**config.mk**
```make
export PLATFORM = sky130hd
export DESIGN_NAME = shift_scheduler
export DESIGN_NICKNAME = d
export VERILOG_FILES = /design/src/rtl/game_timing_pkg.sv /design/src/rtl/shift_scheduler_period_counter.sv /design/src/rtl/shift_scheduler.sv
export SDC_FILE = /design/constraint.sdc
export NUM_CORES = 1
export LEC_CHECK = 0
export CAP_MARGIN = 0
export CELL_PAD_IN_SITES_DETAIL_PLACEMENT = 1
export CELL_PAD_IN_SITES_GLOBAL_PLACEMENT = 1
export CORE_MARGIN = 3
export CORE_UTILIZATION = 47
export CTS_CLUSTER_DIAMETER = 40
export DETAILED_ROUTE_END_ITERATION = 8
export GPL_ROUTABILITY_DRIVEN = 0
export PLACE_DENSITY_LB_ADDON = 0.3
export SYNTH_ARGS = -nofsm -noshare
export SYNTH_HDL_FRONTEND = slang
export SYNTH_SLANG_ARGS = --single-unit
```
**constraint.sdc**
```tcl
create_clock -name clk -period 7.15 [get_ports clk]
set_input_delay 1.7875 -clock clk [delete_from_list [all_inputs] [get_ports clk]]
set_output_delay 1.7875 -clock clk [all_outputs]
set_load 0.03 [all_outputs]
```
**src/rtl/game_timing_pkg.sv**
```systemverilog
// ============================================================================
// game_timing_pkg
// Shared timing constants and scheduler state encoding for the block game.
// Revision: 1.0
// ============================================================================
`default_nettype none

package game_timing_pkg;

  typedef enum logic [1:0] {
    ST_IDLE = 2'd0,
    ST_RUN  = 2'd1,
    ST_HOLD = 2'd2
  } state_e;

  // Shift periods for a 50 MHz system clock
  localparam int unsigned DEF_LIMIT_0 = 50_000_000;
  localparam int unsigned DEF_LIMIT_1 = 25_000_000;
  localparam int unsigned DEF_LIMIT_2 = 12_500_000;
  localparam int unsigned DEF_LIMIT_3 = 6_250_000;
  localparam int unsigned DEF_CNT_W   = 26;

endpackage

`default_nettype wire

```
**src/rtl/shift_scheduler_period_counter.sv**
```systemverilog
// ============================================================================
// period_counter
// Clearable, holdable period counter with a wrap flag at limit-1.
// Revision: 1.0
// ============================================================================
`default_nettype none

module period_counter
  import game_timing_pkg::*;
#(
  parameter int unsigned CNT_W = DEF_CNT_W
) (
  input  logic             clk,
  input  logic             reset,
  input  logic             clr_i,
  input  logic             en_i,
  input  logic [CNT_W-1:0] limit_m1_i,
  output logic [CNT_W-1:0] cnt_o,
  output logic             wrap_o
);

  logic [CNT_W-1:0] cnt_q;
  logic [CNT_W-1:0] cnt_d;

  assign wrap_o = (cnt_q == limit_m1_i);
  assign cnt_o  = cnt_q;

  always_comb begin
    cnt_d = cnt_q;
    if (clr_i) begin
      cnt_d = '0;
    end else if (en_i) begin
      cnt_d = wrap_o ? '0 : cnt_q + 1'b1;
    end
  end

  always_ff @(posedge clk) begin
    if (reset) begin
      cnt_q <= '0;
    end else begin
      cnt_q <= cnt_d;
    end
  end

endmodule

`default_nettype wire

```
**src/rtl/shift_scheduler.sv**
```systemverilog
// ============================================================================
// shift_scheduler
// Turns the speed code into periodic one-cycle shift pulses with run/hold/step.
// Revision: 1.0
// ============================================================================
`default_nettype none

module shift_scheduler
  import game_timing_pkg::*;
#(
  parameter int unsigned LIMIT_0 = DEF_LIMIT_0,
  parameter int unsigned LIMIT_1 = DEF_LIMIT_1,
  parameter int unsigned LIMIT_2 = DEF_LIMIT_2,
  parameter int unsigned LIMIT_3 = DEF_LIMIT_3,
  parameter int unsigned CNT_W   = DEF_CNT_W
) (
  input  logic       clk,
  input  logic       reset,
  input  logic [1:0] speed,
  input  logic       run,
  input  logic       step,
  output logic       shift_en,
  output logic [1:0] active_speed,
  output logic       running,
  output logic [7:0] shift_count
);

  localparam logic [CNT_W-1:0] c_LIMIT0_M1 = CNT_W'(LIMIT_0 - 1);
  localparam logic [CNT_W-1:0] c_LIMIT1_M1 = CNT_W'(LIMIT_1 - 1);
  localparam logic [CNT_W-1:0] c_LIMIT2_M1 = CNT_W'(LIMIT_2 - 1);
  localparam logic [CNT_W-1:0] c_LIMIT3_M1 = CNT_W'(LIMIT_3 - 1);

  state_e           state_q, state_d;
  logic             shift_en_q, shift_en_d;
  logic [1:0]       speed_q, speed_d;
  logic             running_q, running_d;
  logic [7:0]       count_q, count_d;

  logic [CNT_W-1:0] limit_m1;
  logic [CNT_W-1:0] cnt;
  logic             wrap;
  logic             cnt_clr;
  logic             cnt_en;

  // Mux driven from the registered speed keeps raw switch input off this path
  always_comb begin
    unique case (speed_q)
      2'd0:    limit_m1 = c_LIMIT0_M1;
      2'd1:    limit_m1 = c_LIMIT1_M1;
      2'd2:    limit_m1 = c_LIMIT2_M1;
      default: limit_m1 = c_LIMIT3_M1;
    endcase
  end

  period_counter #(
    .CNT_W (CNT_W)
  ) u_period_counter (
    .clk        (clk),
    .reset      (reset),
    .clr_i      (cnt_clr),
    .en_i       (cnt_en),
    .limit_m1_i (limit_m1),
    .cnt_o      (cnt),
    .wrap_o     (wrap)
  );

  always_comb begin
    state_d    = state_q;
    speed_d    = speed_q;
    shift_en_d = 1'b0;
    cnt_clr    = 1'b0;
    cnt_en     = 1'b0;
    unique case (state_q)
      ST_IDLE: begin
        if (run) begin
          state_d = ST_RUN;
          cnt_clr = 1'b1;
          speed_d = speed;
        end else if (step) begin
          shift_en_d = 1'b1;
          speed_d    = speed;
        end
      end
      ST_RUN: begin
        // Dropping run freezes cnt even on the wrap cycle
        if (!run) begin
          state_d = ST_HOLD;
        end else begin
          cnt_en = 1'b1;
          if (wrap) begin
            shift_en_d = 1'b1;
            speed_d    = speed;
          end
        end
      end
      ST_HOLD: begin
        if (run) begin
          state_d = ST_RUN;
        end else if (step) begin
          shift_en_d = 1'b1;
          cnt_clr    = 1'b1;
          speed_d    = speed;
        end
      end
      default: begin
        state_d = ST_IDLE;
      end
    endcase
    running_d = (state_d == ST_RUN);
    count_d   = shift_en_d ? count_q + 8'd1 : count_q;
  end

  always_ff @(posedge clk) begin
    if (reset) begin
      state_q    <= ST_IDLE;
      shift_en_q <= 1'b0;
      speed_q    <= 2'd0;
      running_q  <= 1'b0;
      count_q    <= 8'd0;
    end else begin
      state_q    <= state_d;
      shift_en_q <= shift_en_d;
      speed_q    <= speed_d;
      running_q  <= running_d;
      count_q    <= count_d;
    end
  end

  assign shift_en     = shift_en_q;
  assign active_speed = speed_q;
  assign running      = running_q;
  assign shift_count  = count_q;

endmodule

`default_nettype wire
```
; ---- Yosys cells after proc, flatten, opt, wreduce, memory -nomap -nowiden
; Cells that the tools add are included.
[classes]
addsub = 2
eq_ne = 9
muxes = 19
n_reduce_logical = 6
[op_table]
columns = operator, count
row1 = 26-bit one-hot mux with 3 select lines, 1
row2 = 26-bit by 1-bit adder with 26-bit output (second input constant), 1
row3 = 26-bit == test, 1
row4 = 26-bit 2-to-1 mux, 1
row5 = 2-bit 2-to-1 mux, 7
row6 = 8-bit by 1-bit adder with 8-bit output (second input constant), 1
row7 = 2-bit by 1-bit == test with 1-bit output (second input constant), 3
row8 = 1-bit 2-to-1 mux, 6
row9 = 2-bit one-hot mux with 3 select lines, 1
row10 = 2-bit == test (second input constant), 2
row11 = 2-bit logical NOT, 2
row12 = 2-bit != test (second input constant), 2
row13 = 1-bit one-hot mux with 2 select lines, 2
row14 = 2-bit one-hot mux with 2 select lines, 1
row15 = 4-bit AND reduction, 1
row16 = 2-bit OR reduction, 2
row17 = 3-bit nonzero test, 1
row18 = 2-bit by 1-bit != test with 1-bit output (second input constant), 1
[word_totals]
reg_bits = 40
inputBits = 6
elab_cells = 42

; ---- Depth between registers and ports, before layout
; Gate-level depths: netlist of the first run.
[logic_depth]
depth_word = 6
ltp_mapped = 10

; ---- Cells and area by module
; A second synthesis of the first run with hierarchy kept.
[hier_totals]
cells_unflattened = 281
area_unflattened_um2 = 2404.8
[modules_own_cells]
columns = module, instances, cells_each, area_per_inst_um2
row1 = period_counter, 1, 165, 1491.4
row2 = shift_scheduler, 1, 116, 913.4

; ---- Least setup slack after synthesis of the first run
; Ideal clock, no wire load.
[synth_path]
path_kind = input to register
startpoint = input port run
endpoint = register count_q[4] (netlist: shift_count[4])
setup_time_ps = 123
arrival_ps = 3429
slack_ps = 3598
stages = 8
n_path_buf = 2
path_cell_list = and2_1 > clkbuf_1 > nand3b_1 > or4_4 > buf_6 > a21oi_4 > nand4_1 > mux2_1
[synth_between]
elab_chain_len = 2
elab_cells_between_ends = 3
cone_classes = 3 x mux
[synth_rtl]
columns = element, line_no
row1 = from (decl), shift_scheduler.sv:20  ; input logic run,
row2 = "1-bit 2-to-1 mux, on equally long branches", "shift_scheduler.sv:75, shift_scheduler.sv:86"
row3 = 1-bit one-hot mux with 2 select lines (*), shift_scheduler.sv:73  ; unique case (state_q)
row4 = to (signal assigned), shift_scheduler.sv:125  ; count_q <= count_d;
row5 = to (decl), shift_scheduler.sv:37  ; logic [7:0] count_q, count_d;
; Every way passes the cells marked *; elsewhere a longest branch is shown, timed or not.
; A chain may end at the register's enable or synchronous reset.

; ---- Worst setup path after layout of the first run
[layout_path]
startpoint = input port run
endpoint = register u_period_counter.cnt_q[0] (netlist: u_period_counter.cnt_o[0])
[layout_between]
elab_chain_len = 3
elab_cells_between_ends = 5
cone_classes = 4 x mux / 1 x reduce/logical
[layout_rtl]
columns = element, line_no
row1 = "1-bit 2-to-1 mux, on equally long branches", -
row2 = 1-bit one-hot mux with 2 select lines, shift_scheduler.sv:73
row3 = 2-bit OR reduction (no line), -
row4 = to (signal assigned), shift_scheduler_period_counter.sv:41  ; cnt_q <= cnt_d;
row5 = to (decl), shift_scheduler_period_counter.sv:22  ; logic [CNT_W-1:0] cnt_q;
; Parallel ways exist; a longest one is shown, timed or not.

==> flow_summary_export.csv, run 1 <==
group,metric,value,unit
logic_synthesis,synthMuxAreaShare,2.98,%
sta,hold_viol,0,
logic_synthesis,netlist_instances,257,
setup_path,crit_buf_inv,1,
drt,wl_per_cell,15.6,um
setup_path,path_delay_family,"simple AND/OR/NAND/NOR gates",
logic_synthesis,synthTopCellsByArea,"dfxtp_1 37%, xor2_1 7.2%, nor2_1 7.0%",
sta,setup_viol,0,
setup_path,cp_data_arrival_time,4070,ps
clock_tree,clockBufferDepth,2,
setup_path,path_cells,"clkdlybuf4s50_1 -> and2_1 -> nand3b_1 -> or4_4 -> nand2_1 -> nor2_1",
power,power_density,184,mW/mm^2
logic_synthesis,synth-edff-count,0,
final_layout,syn_to_final_growth,12.8,%
final_layout,final_nets,284,
clock_tree,clock-sinks,40,
floorplanning,ioPinCount,18,
logic_synthesis,ys_ff_latch,40,
setup_path,critPathMaxStageDelay,670,ps
outcome,status,"finished, final reports clean",
grt,grt_start_max_net_pins,27,
sta,finalCriticalPeriod,3930,ps
setup_path,crit_type,"in -> reg",
logic_synthesis,yosysSeqAreaShare,36.6,%
grt,grt_pass1_wl,8880,um
logic_synthesis,synth_top_cell_by_area,"dfxtp_1",
floorplanning,core_region_area,0.00441,sq mm
clock_tree,clkTransAtPathRegs,70,ps
logic_synthesis,syn_area,0.00219,sq mm
floorplanning,die_w,74.2,um
logic_synthesis,synthSimpleGateAreaFrac,28.5,%
sta,relSlewSlack,41.5,%
power,ir_drop,0.000136,V
drt,first_pass_iters,4,
clock_tree,clk_latency,290,ps
grt,grt_pass1_vias,1852,
placed_design,numPortBuffers,17,
sta,drv_slew,0,
drt,ant_nets,0,
logic_synthesis,synth-xor-area-share,11.2,%
logic_synthesis,synth_fa_ha_area_share,3.43,%
drt,drc_errors,0,
clock_tree,cts_buffers,5,
clock_tree,cts_resized,0,
logic_synthesis,synth_top_area_share,36.6,%
logic_synthesis,synth_nets,269,
sta,tightestPinTransition,876,ps
final_layout,final_core_util,55.8,%
logic_synthesis,ys.flop_type,"dfxtp_1",
run,maxCapViolCount,0,
sta,fmax,254,MHz
setup_path,crit_fanout,26,
final_layout,n_antenna_cell,0,
floorplanning,initial_core_util,49.5,%
setup_path,cp.required,7290,ps
drt,routed_wl,5080,um
grt,antenna_found_initial,0,
worst_hold_path,hp-class,"reg -> reg",
clock_tree,htree_levels,2,
clock_tree,cts_tree,"built",
logic_synthesis,yosysWarnings,0,
sta,fin_crit_sh,55.0,%
placed_design,hpwl,3780,um
setup_path,slowest_stage,"nand2_1",
drt,via_per_inst,5.74,
grt,overflow,0,
floorplanning,die-area,0.00550,sq mm
drt,drt-initial-drc-count,78,
grt,grtUsageTotal,20.9,%
clock_tree,post_cts_buffers,0,
clock_tree,cts_root_buf,"clkbuf_8",
clock_tree,cts_hold_buf,0,
sta,rsz0062_at_grt,"no",
logic_synthesis,syn_area_per_cell,8.51,sq um
floorplanning,die_h,74.2,um
final_layout,drive_above_1_share,5.13,%
setup_path,critPathLaunchType,"input pin",
sta,skew,3.83,ps
drt,vias,1865,
setup_path,endpoint_kind,"flip-flop",
logic_synthesis,yosys.cell_types.count,51,
floorplanning,rows,24,
logic_synthesis,synth_top_family_by_area,"simple AND/OR/NAND/NOR gates",
logic_synthesis,synth_compound_area_share,14.1,%
logic_synthesis,synth_async_sr_flop_share,0,%
sta,finalSetupTns,0,ps
power,p_leak,0.854,nW
sta,whs,525,ps
-- cell usage after synthesis (2+ instances only) --
| cell type | instances |
|---|---|
| a211oi_1 | 6 |
| a21bo_2 | 3 |
| a21oi_1 | 10 |
| a22oi_1 | 2 |
| and2_1 | 2 |
| and3_1 | 6 |
| and4_1 | 3 |
| clkbuf_1 | 6 |
| dfxtp_1 | 40 |
| ha_1 | 6 |
| inv_1 | 6 |
| mux2_1 | 2 |
| mux2_2 | 2 |
| mux2i_1 | 2 |
| nand2_1 | 18 |
| nand2b_1 | 6 |
| nand3_1 | 11 |
| nand3b_1 | 5 |
| nand4_1 | 10 |
| nor2_1 | 41 |
| nor2b_1 | 4 |
| nor3_1 | 4 |
| o21ai_0 | 6 |
| o22ai_1 | 2 |
| or3b_1 | 2 |
| xnor2_1 | 10 |
| xor2_1 | 18 |
-- layout make-up --
type | count | area [sq um]
Clock buffer | 8 | 90.1
Fill cell | 548 | 1950
Inverter | 6 | 22.5
Multi-Input combinational cell | 202 | 1320
Sequential cell | 40 | 801
Tap cell | 52 | 65.1
Timing Repair Buffer | 17 | 170
-- path summary, 6_finish.rpt --
check	start	to	slack, ps	cells past startpoint
worst min-delay path	u_period_counter.cnt_o[1]	u_period_counter.cnt_o[1]	530	2
worst max-delay path	run	u_period_counter.cnt_o[0]	3220	6
worst min register to register	u_period_counter.cnt_o[1]	u_period_counter.cnt_o[1]	530	2
worst max register to register	active_speed[1]	u_period_counter.cnt_o[0]	4310	5
-- power breakdown --
part / switching [mW] / leakage [nW] / internal [mW] / total [mW]
Combinational: 0.0371 / 0.485 / 0.0265 / 0.0636
Sequential: 0.0106 / 0.323 / 0.228 / 0.239
Clock: 0.0733 / 0.0455 / 0.0787 / 0.152
Total: 0.121 / 0.854 / 0.333 / 0.454
-- registers in the layout (all words and copies together) (netlist names) --
register                cells
u_period_counter.cnt_o     26
active_speed                2
shift_count                 8
state_q                     2
running                     1
shift_en                    1
-- layer usage --
metal	routed length (um)	vias to the layer above	track usage (%)
li1	-	934	-
met1	2420	900	27.2
met2	2440	24	33.5
met3	130	7	4.59
met4	92	0	8.85
met5	0	-	0
-- cell families (layout without fill, tap and decap cells) --
family                   Yosys count  in the layout
adder cells (fa/ha/maj)            6              6
buffers and inverters             15             31
flip-flops                        40             40
AO/OA/AOI/OAI                     42             42
XOR/XNOR                          28             28
multiplexers                       6              6
AND/OR/NAND/NOR                  120            120
-- worst min-delay path: stages, from the launching register on --
cell	delay (ps)
dfxtp_1	340
nand2b_1	80
a21oi_1	60
-- layout by cell type, fill, tap and decap left out, types with 10 or more instances in the layout --
cell type and instances:
a21oi_1 10, nand2_1 18, dfxtp_1 40, xor2_1 18, nand3_1 11, clkdlybuf4s50_1 17
xnor2_1 10, nor2_1 41, nand4_1 10
-- per-stage QoR --
step / instances / total power [mW] / instance area (sq um) / worst slack [ps]
2_1_floorplan: 257 / 0.287 / 2190 / 3600
3_3_place_gp: 317 / 0.305 / 2370 / 2930
3_5_place_dp: 317 / 0.307 / 2370 / 2870
4_1_cts: 325 / 0.462 / 2460 / 3170
5_1_grt: 325 / 0.478 / 2460 / 2940
6_report: 325 / 0.454 / 2460 / 3220
No activity file was read; power rests on OpenSTA's default activity.
==> inputs of run 2 (changes only) <==
--- a/config.mk
+++ b/config.mk
@@ -9,7 +9,7 @@
 export CELL_PAD_IN_SITES_DETAIL_PLACEMENT = 1
 export CELL_PAD_IN_SITES_GLOBAL_PLACEMENT = 1
 export CORE_MARGIN = 3
-export CORE_UTILIZATION = 47
+export CORE_UTILIZATION = 39
 export CTS_CLUSTER_DIAMETER = 40
 export DETAILED_ROUTE_END_ITERATION = 8
 export GPL_ROUTABILITY_DRIVEN = 0
==> constraint.sdc (replaced) <==
create_clock -name clk -period 3.24 [get_ports clk]
set_input_delay 0.81 -clock clk [delete_from_list [all_inputs] [get_ports clk]]
set_output_delay 0.81 -clock clk [all_outputs]
set_load 0.03 [all_outputs]
==> run 2 against run 1 <==
  * Die area grew 19%
  * Sequential share of layout area shrank 0.66 points
  * Highest routed layer unchanged
  * Register-to-register slack lost 3800 ps
  * Critical path depth grew 1
  * Core utilization shrank 8.1 points
  * Setup slack lost 2800 ps
  * Cell area grew 2.1%
  * Critical path type unchanged
  * Non-clock buffer count grew 3
==> flow_summary_export.csv, run 2 (synthesis gave the netlist of run 1 again) <==
group,metric,value,unit
outcome,status,"finished, final reports clean",
drt,routed_wl,5240,um
power,combPwrFrac,14.2,%
worst_hold_path,hp-class,"reg -> reg",
sta,fmax,357,MHz
grt,grt_start_max_net_pins,27,
setup_path,cp_data_arrival_time,2970,ps
drt,drt-initial-drc-count,99,
power,p_leak,0.873,nW
floorplanning,die_w,80.9,um
sta,tightestPinTransition,554,ps
grt,overflow,0,
final_layout,syn_to_final_growth,15.1,%
grt,grt_pass1_vias,1986,
floorplanning,die-area,0.00654,sq mm
sta,finalCriticalPeriod,2800,ps
worst_hold_path,whs_path_depth,2,
setup_path,crit_fanout,8,
setup_path,r2r_cells,6,
grt,grtUsageTotal,17.8,%
final_layout,final_cell_mix,"41 x nor2_1, 40 x dfxtp_1, 18 x nand2_1, 18 x xor2_1, 17 x clkdlybuf4s50_1",
power,switching_share,26.3,%
final_layout,drive_above_1_share,6.55,%
sta,relSlewSlack,63.0,%
clock_tree,cts_hold_buf,0,
setup_path,rrSetupSlack,480,ps
sta,drv_slew,0,
final_layout,final_nets,287,
clock_tree,clockBufferDepth,2,
drt,wl_per_cell,15.2,um
floorplanning,core_region_area,0.00527,sq mm
drt,drc_errors,0,
sta,hold_viol,0,
drt,first_pass_iters,5,
clock_tree,post_cts_buffers,0,
final_layout,largest_reg_flops,26,
sta,rsz0062_at_grt,"no",
floorplanning,die_h,80.9,um
sta,setup_viol,0,
power,power,1.02,mW
power,intPower,754,uW
drt,via_per_inst,5.49,
power,seqPwrFrac,51.4,%
sta,finalSetupTns,0,ps
placed_design,numPortBuffers,17,
power,p_switching,269,uW
setup_path,reg2reg_from,"active_speed[1]",
clock_tree,cts_buffers,5,
final_layout,final_common_cell,"nor2_1",
grt,grt_pass1_wl,9200,um
setup_path,cp.required,3410,ps
worst_hold_path,min_from,"u_period_counter.cnt_o[1]",
floorplanning,ioPinCount,18,
setup_path,r2r_end,"shift_count[6]",
setup_path,endpoint_kind,"flip-flop",
clock_tree,cts_resized,0,
clock_tree,clk_latency,280,ps
floorplanning,rows,26,
worst_hold_path,hold_end,"u_period_counter.cnt_o[1]",
power,ir_drop,0.000163,V
clock_tree,clkTransAtPathRegs,70,ps
setup_path,crit_type,"in -> reg",
clock_tree,htree_levels,2,
placed_design,hpwl,3980,um
floorplanning,initial_core_util,41.5,%
grt,antenna_found_initial,0,
clock_tree,clock-sinks,40,
final_layout,fillerInstances,632,
final_layout,n_antenna_cell,0,
drt,ant_nets,0,
drt,vias,1895,
sta,skew,5.64,ps
power,power_density,407,mW/mm^2
clock_tree,cts_root_buf,"clkbuf_8",
setup_path,critPathLaunchType,"input pin",
run,maxCapViolCount,0,
power,clockPowerShare,34.4,%
sta,fin_crit_sh,86.5,%
clock_tree,cts_tree,"built",
==> run 2: cell count changes in the layout (fill, tap and decap cells not counted) <==
cell	before	now
clkbuf_1	2	0
clkbuf_8	6	7
buf_4	0	3
==> run 2: power groups by stage <==
| stage | Combinational, mW | Clock, mW | Sequential, mW |
|---|---|---|---|
| final | 0.145 | 0.353 | 0.526 |
| after global routing | 0.163 | 0.382 | 0.530 |
| after CTS | 0.148 | 0.365 | 0.526 |
| after detailed placement | 0.147 | 0 | 0.537 |
| after global placement | 0.142 | 0 | 0.537 |
| after floorplan | 0.0923 | 0 | 0.541 |
==> run 2: critical path: stages <==
cell and delay [ps]:
clkdlybuf4s50_1 470, and2_1 320, nand3b_1 110, or4_4 480, a21oi_4 290, nand3_1 140, mux2_1 330
==> run 2: stage by stage <==
step                      util [%]  hold slack [ps]  instance area, sq um  setup slack (ps)  cells
after detailed placement      45.9              514                  2420               121    338
after floorplan                  -              481                  2190               578    257
after global routing          47.7              545                  2520               264    345
after global placement        45.9              498                  2420               214    338
final                         47.7              525                  2520               437    345
after CTS                     47.7              527                  2520               417    345
==> run 2: worst max-delay path by stage <==
stage / startpoint / end / slack (ps)
floorplan: active_speed[0] / shift_count[4] / 580
global placement: run / shift_count[4] / 210
detailed placement: run / shift_count[6] / 120
CTS: run / shift_count[6] / 420
global route: active_speed[1] / shift_count[6] / 260
finish: run / shift_count[6] / 440
==> run 2: final cells by class <==
| type | count | area, sq um | area share (%) |
|---|---|---|---|
| sequential | 40 | 801 | 31.8 |
| multi-input combinational | 202 | 1320 | 52.3 |
| tap | 70 | 87.6 | 3.48 |
| clock buffer | 7 | 96.3 | 3.83 |
| inverter | 6 | 22.5 | 0.895 |
| timing repair buffer | 20 | 193 | 7.66 |
==> run 2: layer usage <==
| metal | vias to the layer above | part of all wire [%] | global-route usage (%) |
|---|---|---|---|
| li1 | 941 | - | - |
| met1 | 931 | 46 | 21.6 |
| met2 | 19 | 50 | 31.3 |
| met3 | 4 | 2.4 | 3.22 |
| met4 | 0 | 1.2 | 6.25 |
| met5 | - | 0 | 0 |
==> inputs of run 3 (changes only) <==
--- a/config.mk
+++ b/config.mk
@@ -5,6 +5,7 @@
 export SDC_FILE = /design/constraint.sdc
 export NUM_CORES = 1
 export LEC_CHECK = 0
+export ABC_CLOCK_PERIOD_IN_PS = 3240
 export CAP_MARGIN = 0
 export CELL_PAD_IN_SITES_DETAIL_PLACEMENT = 1
 export CELL_PAD_IN_SITES_GLOBAL_PLACEMENT = 1
==> results of run 3 <==
The final DEF is identical to that of run 2; final timing and power are the same.
